==> config.mk <==
export PLATFORM = sky130hd
export DESIGN_NAME = sa_result_drain
export DESIGN_NICKNAME = d
export VERILOG_FILES = /design/src/rtl/sa_pkg.sv /design/src/rtl/sa_col_fifo.sv /design/src/rtl/sa_result_drain.sv
export SDC_FILE = /design/constraint.sdc
export NUM_CORES = 1
export LEC_CHECK = 0
export CAP_MARGIN = 40
export CORE_ASPECT_RATIO = 0.8
export CORE_MARGIN = 3
export CORE_UTILIZATION = 40
export DETAILED_ROUTE_END_ITERATION = 12
export HOLD_SLACK_MARGIN = 0.08
export PLACE_DENSITY = 0.64
export SYNTH_ARGS = -nofsm -noshare
export SYNTH_HDL_FRONTEND = slang
export SYNTH_SLANG_ARGS = --single-unit
==> constraint.sdc <==
create_clock -name clk_i -period 2.7 [get_ports clk_i]
set_input_delay 0.27 -clock clk_i [delete_from_list [all_inputs] [get_ports clk_i]]
set_output_delay 0.27 -clock clk_i [all_outputs]
set_load 0.02 [all_outputs]
==> src/rtl/sa_pkg.sv <==
// Shared types for the systolic-array result drain.
package sa_pkg;
  localparam int SA_WORD_W = 32;

  typedef logic [15:0] psum_t;

  typedef enum logic {IDLE, SEND} drain_state_e;
endpackage

==> src/rtl/sa_col_fifo.sv <==
// Per-column synchronous FIFO with show-ahead read; a push into a full FIFO
// is accepted only when a pop frees a slot in the same cycle.
module sa_col_fifo #(
  parameter int W     = 16,
  parameter int DEPTH = 4
) (
  input  logic         clk_i,
  input  logic         reset,
  input  logic         push,
  input  logic [W-1:0] din,
  input  logic         pop,
  output logic [W-1:0] dout,
  output logic         full,
  output logic         empty
);
  localparam int AW = $clog2(DEPTH);

  logic [W-1:0]  mem [DEPTH];
  logic [AW-1:0] wr_ptr;
  logic [AW-1:0] rd_ptr;
  logic [AW:0]   count;
  logic          wr_en;
  logic          rd_en;

  assign rd_en = pop && !empty;
  assign wr_en = push && (!full || rd_en);
  assign full  = (count == (AW+1)'(DEPTH));
  assign empty = (count == '0);
  assign dout  = mem[rd_ptr];

  always_ff @(posedge clk_i or negedge reset) begin
    if (!reset) begin
      wr_ptr <= '0;
      rd_ptr <= '0;
      count  <= '0;
    end else begin
      if (wr_en) wr_ptr <= wr_ptr + 1'b1;
      if (rd_en) rd_ptr <= rd_ptr + 1'b1;
      case ({wr_en, rd_en})
        2'b10:   count <= count + 1'b1;
        2'b01:   count <= count - 1'b1;
        default: count <= count;
      endcase
    end
  end

  // Storage needs no reset: the pointers define what is valid.
  always_ff @(posedge clk_i) begin
    if (wr_en) mem[wr_ptr] <= din;
  end
endmodule

==> src/rtl/sa_result_drain.sv <==
// Deskews per-column array results into rows and streams them as 32-bit words.
// Optional macro SA_DRAIN_TAG_EN adds {row_cnt, col_cnt} tags to the upper half.
module sa_result_drain
  import sa_pkg::*;
#(
  parameter int NUM_COLS = 4,
  parameter int PSUM_W   = 16,
  parameter int DEPTH    = 4
) (
  input  logic                       clk_i,
  input  logic                       reset,
  input  logic [NUM_COLS-1:0]        col_v_i,
  input  logic [NUM_COLS*PSUM_W-1:0] col_psum_i,
  output logic                       v_o,
  output logic [SA_WORD_W-1:0]       data_o,
  output logic                       last_o,
  input  logic                       ready_i,
  output logic                       overflow_o,
  output logic                       idle_o
);
  localparam int CW = $clog2(NUM_COLS);

  drain_state_e        state;
  drain_state_e        state_nx;
  logic [7:0]          col_cnt;
  logic [7:0]          col_cnt_nx;
  logic [NUM_COLS-1:0] full;
  logic [NUM_COLS-1:0] empty;
  logic [PSUM_W-1:0]   col_dout [NUM_COLS];
  logic [PSUM_W-1:0]   row_r    [NUM_COLS];
  logic                row_rdy;
  logic                pop_all;
  logic                xfer;
  logic                last_xfer;
  logic                drop;
  psum_t               sel_ext;

  for (genvar g = 0; g < NUM_COLS; g++) begin : g_col
    sa_col_fifo #(.W(PSUM_W), .DEPTH(DEPTH)) u_fifo (
      .clk_i (clk_i),
      .reset (reset),
      .push  (col_v_i[g]),
      .din   (col_psum_i[g*PSUM_W +: PSUM_W]),
      .pop   (pop_all),
      .dout  (col_dout[g]),
      .full  (full[g]),
      .empty (empty[g])
    );
  end

  assign row_rdy   = &(~empty);
  assign xfer      = (state == SEND) && ready_i;
  assign last_xfer = xfer && (col_cnt == 8'(NUM_COLS-1));
  assign drop      = |(col_v_i & full & ~{NUM_COLS{pop_all}});

  always_comb begin
    state_nx   = state;
    col_cnt_nx = col_cnt;
    pop_all    = 1'b0;
    case (state)
      IDLE: begin
        if (row_rdy) begin
          pop_all    = 1'b1;
          col_cnt_nx = '0;
          state_nx   = SEND;
        end
      end
      SEND: begin
        if (xfer) begin
          if (!last_xfer) begin
            col_cnt_nx = col_cnt + 8'd1;
          end else if (row_rdy) begin
            // Reload straight from the FIFOs so rows stream without a bubble.
            pop_all    = 1'b1;
            col_cnt_nx = '0;
          end else begin
            col_cnt_nx = '0;
            state_nx   = IDLE;
          end
        end
      end
      default: state_nx = IDLE;
    endcase
  end

  always_ff @(posedge clk_i or negedge reset) begin
    if (!reset) begin
      state      <= IDLE;
      col_cnt    <= '0;
      overflow_o <= 1'b0;
      for (int c = 0; c < NUM_COLS; c++) row_r[c] <= '0;
    end else begin
      state   <= state_nx;
      col_cnt <= col_cnt_nx;
      if (drop) overflow_o <= 1'b1;
      if (pop_all) begin
        for (int c = 0; c < NUM_COLS; c++) row_r[c] <= col_dout[c];
      end
    end
  end

`ifdef SA_DRAIN_TAG_EN
  logic [7:0] row_cnt;

  always_ff @(posedge clk_i or negedge reset) begin
    if (!reset) begin
      row_cnt <= '0;
    end else if (last_xfer) begin
      row_cnt <= row_cnt + 8'd1;
    end
  end
`endif

  always_comb begin
    sel_ext               = '0;
    sel_ext[PSUM_W-1:0]   = row_r[col_cnt[CW-1:0]];
    data_o                = '0;
    if (state == SEND) begin
`ifdef SA_DRAIN_TAG_EN
      data_o = {row_cnt, col_cnt, sel_ext};
`else
      data_o = {16'b0, sel_ext};
`endif
    end
  end

  assign v_o    = (state == SEND);
  assign last_o = (state == SEND) && (col_cnt == 8'(NUM_COLS-1));
  assign idle_o = (state == IDLE) && (&empty);
endmodule

==> out/metrics.csv <==
stage,metric,value,unit
global_route,first-pass GRT wire length,44.0,mm
clock_network,"CTS clk-pin slew, worst paths",0.06,ns
run_status,status,finished clean,
global_route,GRT Total Usage,15.0,%
die,Die Ht,178,um
sta,part of the cycle the worst path needs,97.3,%
die,io pins,107,
pwr,pwr dens,964,nW/um2
logic_synthesis,register bit total from synthesis,358,
pwr,Clock Power Share,30.1,%
logic_synthesis,"EDFF count, synth",256,
pwr,Psw,0.00475,W
pwr,combinational share of power,24.3,%
setup_path,crit path launch type,register,
clock_network,Worst-Skew Late Latency,0.53,ns
setup_path,R2R cell count,11,
logic_synthesis,cell area after synthesis,14700,um2
routing,vias,7039,
logic_synthesis,"Top FF cell, synth",edfxtp_1,
pwr,Static Leak,6.69,nW
sta,"crit path setup slack, layout",0.0733,ns
cells_and_area,share of cells above drive strength 1,30.2,%
sta,worst slew pin tran,0.769,ns
global_route,initial antenna violation count,0,
pwr,register share of total power,45.5,%
cells_and_area,FILL cells,2961,
setup_path,Critical Path RT,3.14,ns
logic_synthesis,post-synthesis sequential area ratio,69.5,%
clock_network,clock buffer count from CTS,36,
logic_synthesis,Async SR Flop Fraction,28.5,%
run,maxcap violations,0,
cells_and_area,"Core Util, Final",49.6,%
routing,First-pass DRT Iterations,5,
placement,PortBufs,90,
sta,RSZ-0062 raised after global routing,yes,
setup_path,FF-to-FF Start,col_cnt[0],
clock_network,Post-CTS Setup Bufs,0,
clock_network,CTS sink count,358,
sta,Final Hold Vio Count,0,
cells_and_area,fin nets,999,
clock_network,Clock Path Buffers,3,
placement,dpl cell area,16600,um2
sta,max frequency,0.381,GHz
setup_path,Critical Path Start,col_cnt[0],
placement,worst slack at placement,-0.118,ns
setup_path,type of the worst setup path,register to register,
clock_network,Root Driver,clkbuf_16,
routing,Final ANT Viol Nets,0,
clock_network,H-tree depth,2,
sta,"Slew Viols, Final",0,
logic_synthesis,synth warn,0,
die,Starting Density,40.8,%
routing,DRC Markers,0,
die,Die X,221,um
placement,placer congestion estimate,0.801,
logic_synthesis,post-synthesis cell count,760,
cells_and_area,Antenna Cells,0,
sta,minimum clock period,2.63,ns
setup_path,Worst setup EP type,register,
pwr,Cell Int Power,0.0125,W
die,Rows,62,
routing,initial drt markers,490,
sta,max_slew headroom,48.7,%
logic_synthesis,"Avg Cell Area, Syn",19.4,um2
pwr,peak supply drop,0.000561,V
pwr,sw frac,27.5,%
die,die area,39200,um2
placement,DP Wirelength,19.1,mm
clock_network,TritonCTS clock tree,built,
routing,total wire length,28.9,mm
sta,Final Setup Violations,0,
cells_and_area,FF+latch area,10200,um2
setup_path,CP Data Arrival Time,3.07,ns
routing,Routed WL per cell,20.5,um
worst_hold_path,Hold Path Class,input port to asynchronous set/reset pin,
global_route,vias in the first global route,7189,
cells_and_area,area of the multi-input gates,4140,um2
global_route,GR Overflow Total,0,
setup_path,crit-path max FO,7,
sta,Setup TNS,0,ns
cells_and_area,Syn-to-layout area delta,21.4,%
logic_synthesis,Yosys cell types,44,
global_route,largest net degree at the start of global routing,76,
die,Core Area,36100,um2
cells_and_area,design area,17900,um2
sta,Final Skew,0.0214,ns
routing,post-DR vias/cell,4.99,
-- placed cells by master (no fill, tap or decap), drive strengths merged, types with 2 or more instances in the layout --
| master | instances |
|---|---|
| a21oi | 3 |
| a31o | 2 |
| a31oi | 4 |
| a41oi | 3 |
| and2 | 16 |
| buf | 48 |
| bufinv | 5 |
| clkbuf | 50 |
| clkdlybuf4s50 | 72 |
| clkinv | 8 |
| conb | 16 |
| dfrtp | 102 |
| dlygate4sd2 | 9 |
| dlymetal6s2s | 8 |
| edfxtp | 256 |
| fa | 4 |
| ha | 21 |
| inv | 44 |
| mux2 | 69 |
| mux4 | 80 |
| nand2 | 14 |
| nand3 | 10 |
| nand4 | 3 |
| nor2 | 26 |
| nor3 | 5 |
| o2111ai | 4 |
| o211ai | 4 |
| o21ai | 6 |
| or4b | 2 |
| xnor2 | 17 |
| xor2 | 8 |
-- cells by family after synthesis --
logic type,Yosys count,synth area share (%)
other,1,0.0255
multiplexers,150,18.8
adder cells (fa/ha/maj),25,2.33
AND/OR/NAND/NOR,81,2.85
flip-flops,358,69.5
buffers and inverters,89,3.42
AO/OA/AOI/OAI,31,1.57
XOR/XNOR,25,1.49
-- metal layers --
layer	up-vias	wire [um]	GRT usage, %
met5	-	0	0
met4	0	442	3.70
met3	41	1460	2.89
met2	155	13200	22.3
met1	3652	13700	22.9
li1	3191	-	-
-- worst paths after layout --
path	endpoint	slack (ns)
worst max-delay path	g_col[3].u_fifo.count[2]	0.07
min in group clk_i	g_col[0].u_fifo.mem[3][11]	0.38
max in group asynchronous	col_cnt[0]	1.74
worst min-delay path	g_col[2].u_fifo.count[0]	0.21
worst max register to register	g_col[3].u_fifo.count[2]	0.07
worst min register to register	overflow_o	0.45
-- metrics by stage --
stage                     instances  hold WS [ns]  power [W]
after floorplan                 775       -0.0256     0.0105
after global placement         1344         0.223     0.0121
after detailed placement       1344         0.228     0.0122
after CTS                      1411         0.197     0.0174
after global routing           1411         0.244     0.0181
final                          1411         0.215     0.0172
-- power groups by stage --
stage | Combinational (W) | Sequential (W) | Clock [W]
after floorplan | 0.00270 | 0.00776 | 0
after global placement | 0.00423 | 0.00790 | 0
after detailed placement | 0.00428 | 0.00794 | 0
after CTS | 0.00428 | 0.00784 | 0.00532
after global routing | 0.00457 | 0.00798 | 0.00555
final | 0.00419 | 0.00785 | 0.00519
-- sequential cells by signal, summed over array words and instances (netlist names) --
| signal | cells |
|---|---|
| g_col.u_fifo.rd_ptr | 8 |
| col_cnt | 8 |
| g_col.u_fifo.mem | 256 |
| v_o | 1 |
| row_r | 64 |
| g_col.u_fifo.wr_ptr | 8 |
| g_col.u_fifo.count | 12 |
| overflow_o | 1 |
-- repair_timing --
| action | in CTS | in global routing |
|---|---|---|
| pin swaps | 0 | 2 |
| cloned | 0 | 0 |
| hold buffers | 1 | 0 |
| endpoints found under the hold margin | 27 | 0 |
| setup endpoints to repair | 18 | 15 |
| resized for setup | 14 | 15 |
-- final cells by class --
| cell class | count | area share, % |
|---|---|---|
| sequential | 358 | 57.3 |
| multi-input combinational | 328 | 23.1 |
| timing repair buffer | 138 | 8.43 |
| clock buffer | 50 | 5.73 |
| tap | 480 | 3.36 |
| clock inverter | 16 | 1.18 |
| inverter | 41 | 0.889 |
-- worst max-delay path, cell delays in order, from the launching register on --
cell	delay (ns)
dfrtp_2	0.41
ha_4	0.17
or4b_4	0.55
o21ai_4	0.21
nand2_4	0.11
inv_1	0.09
ha_2	0.17
inv_1	0.05
fa_1	0.37
xor2_1	0.15
nor2_1	0.11
xor2_1	0.16
-- cell usage after synthesis, types with 2 or more instances --
master,n,area [um2]
buf_2,6,30.0
mux2_4,49,736
a21oi_1,3,15.0
buf_12,6,120
or4b_1,2,20.0
buf_4,17,128
clkbuf_1,15,56.3
nor2_1,26,97.6
nand4_1,3,18.8
and2_1,16,100
buf_1,4,15.0
a41oi_1,3,26.3
nand2_1,13,48.8
o2111ai_1,4,35.0
a31o_2,2,17.5
a31oi_1,4,25.0
o211ai_1,4,30.0
xor2_1,8,70.1
edfxtp_1,256,7690
mux4_2,80,1800
dfrtp_1,102,2550
ha_1,21,263
fa_1,4,80.1
nand3_1,10,50.1
mux2_2,20,225
o21ai_0,5,25.0
xnor2_1,17,149
nor3_1,5,25.0
inv_1,40,150
No activity file was read; power rests on OpenSTA's default activity.
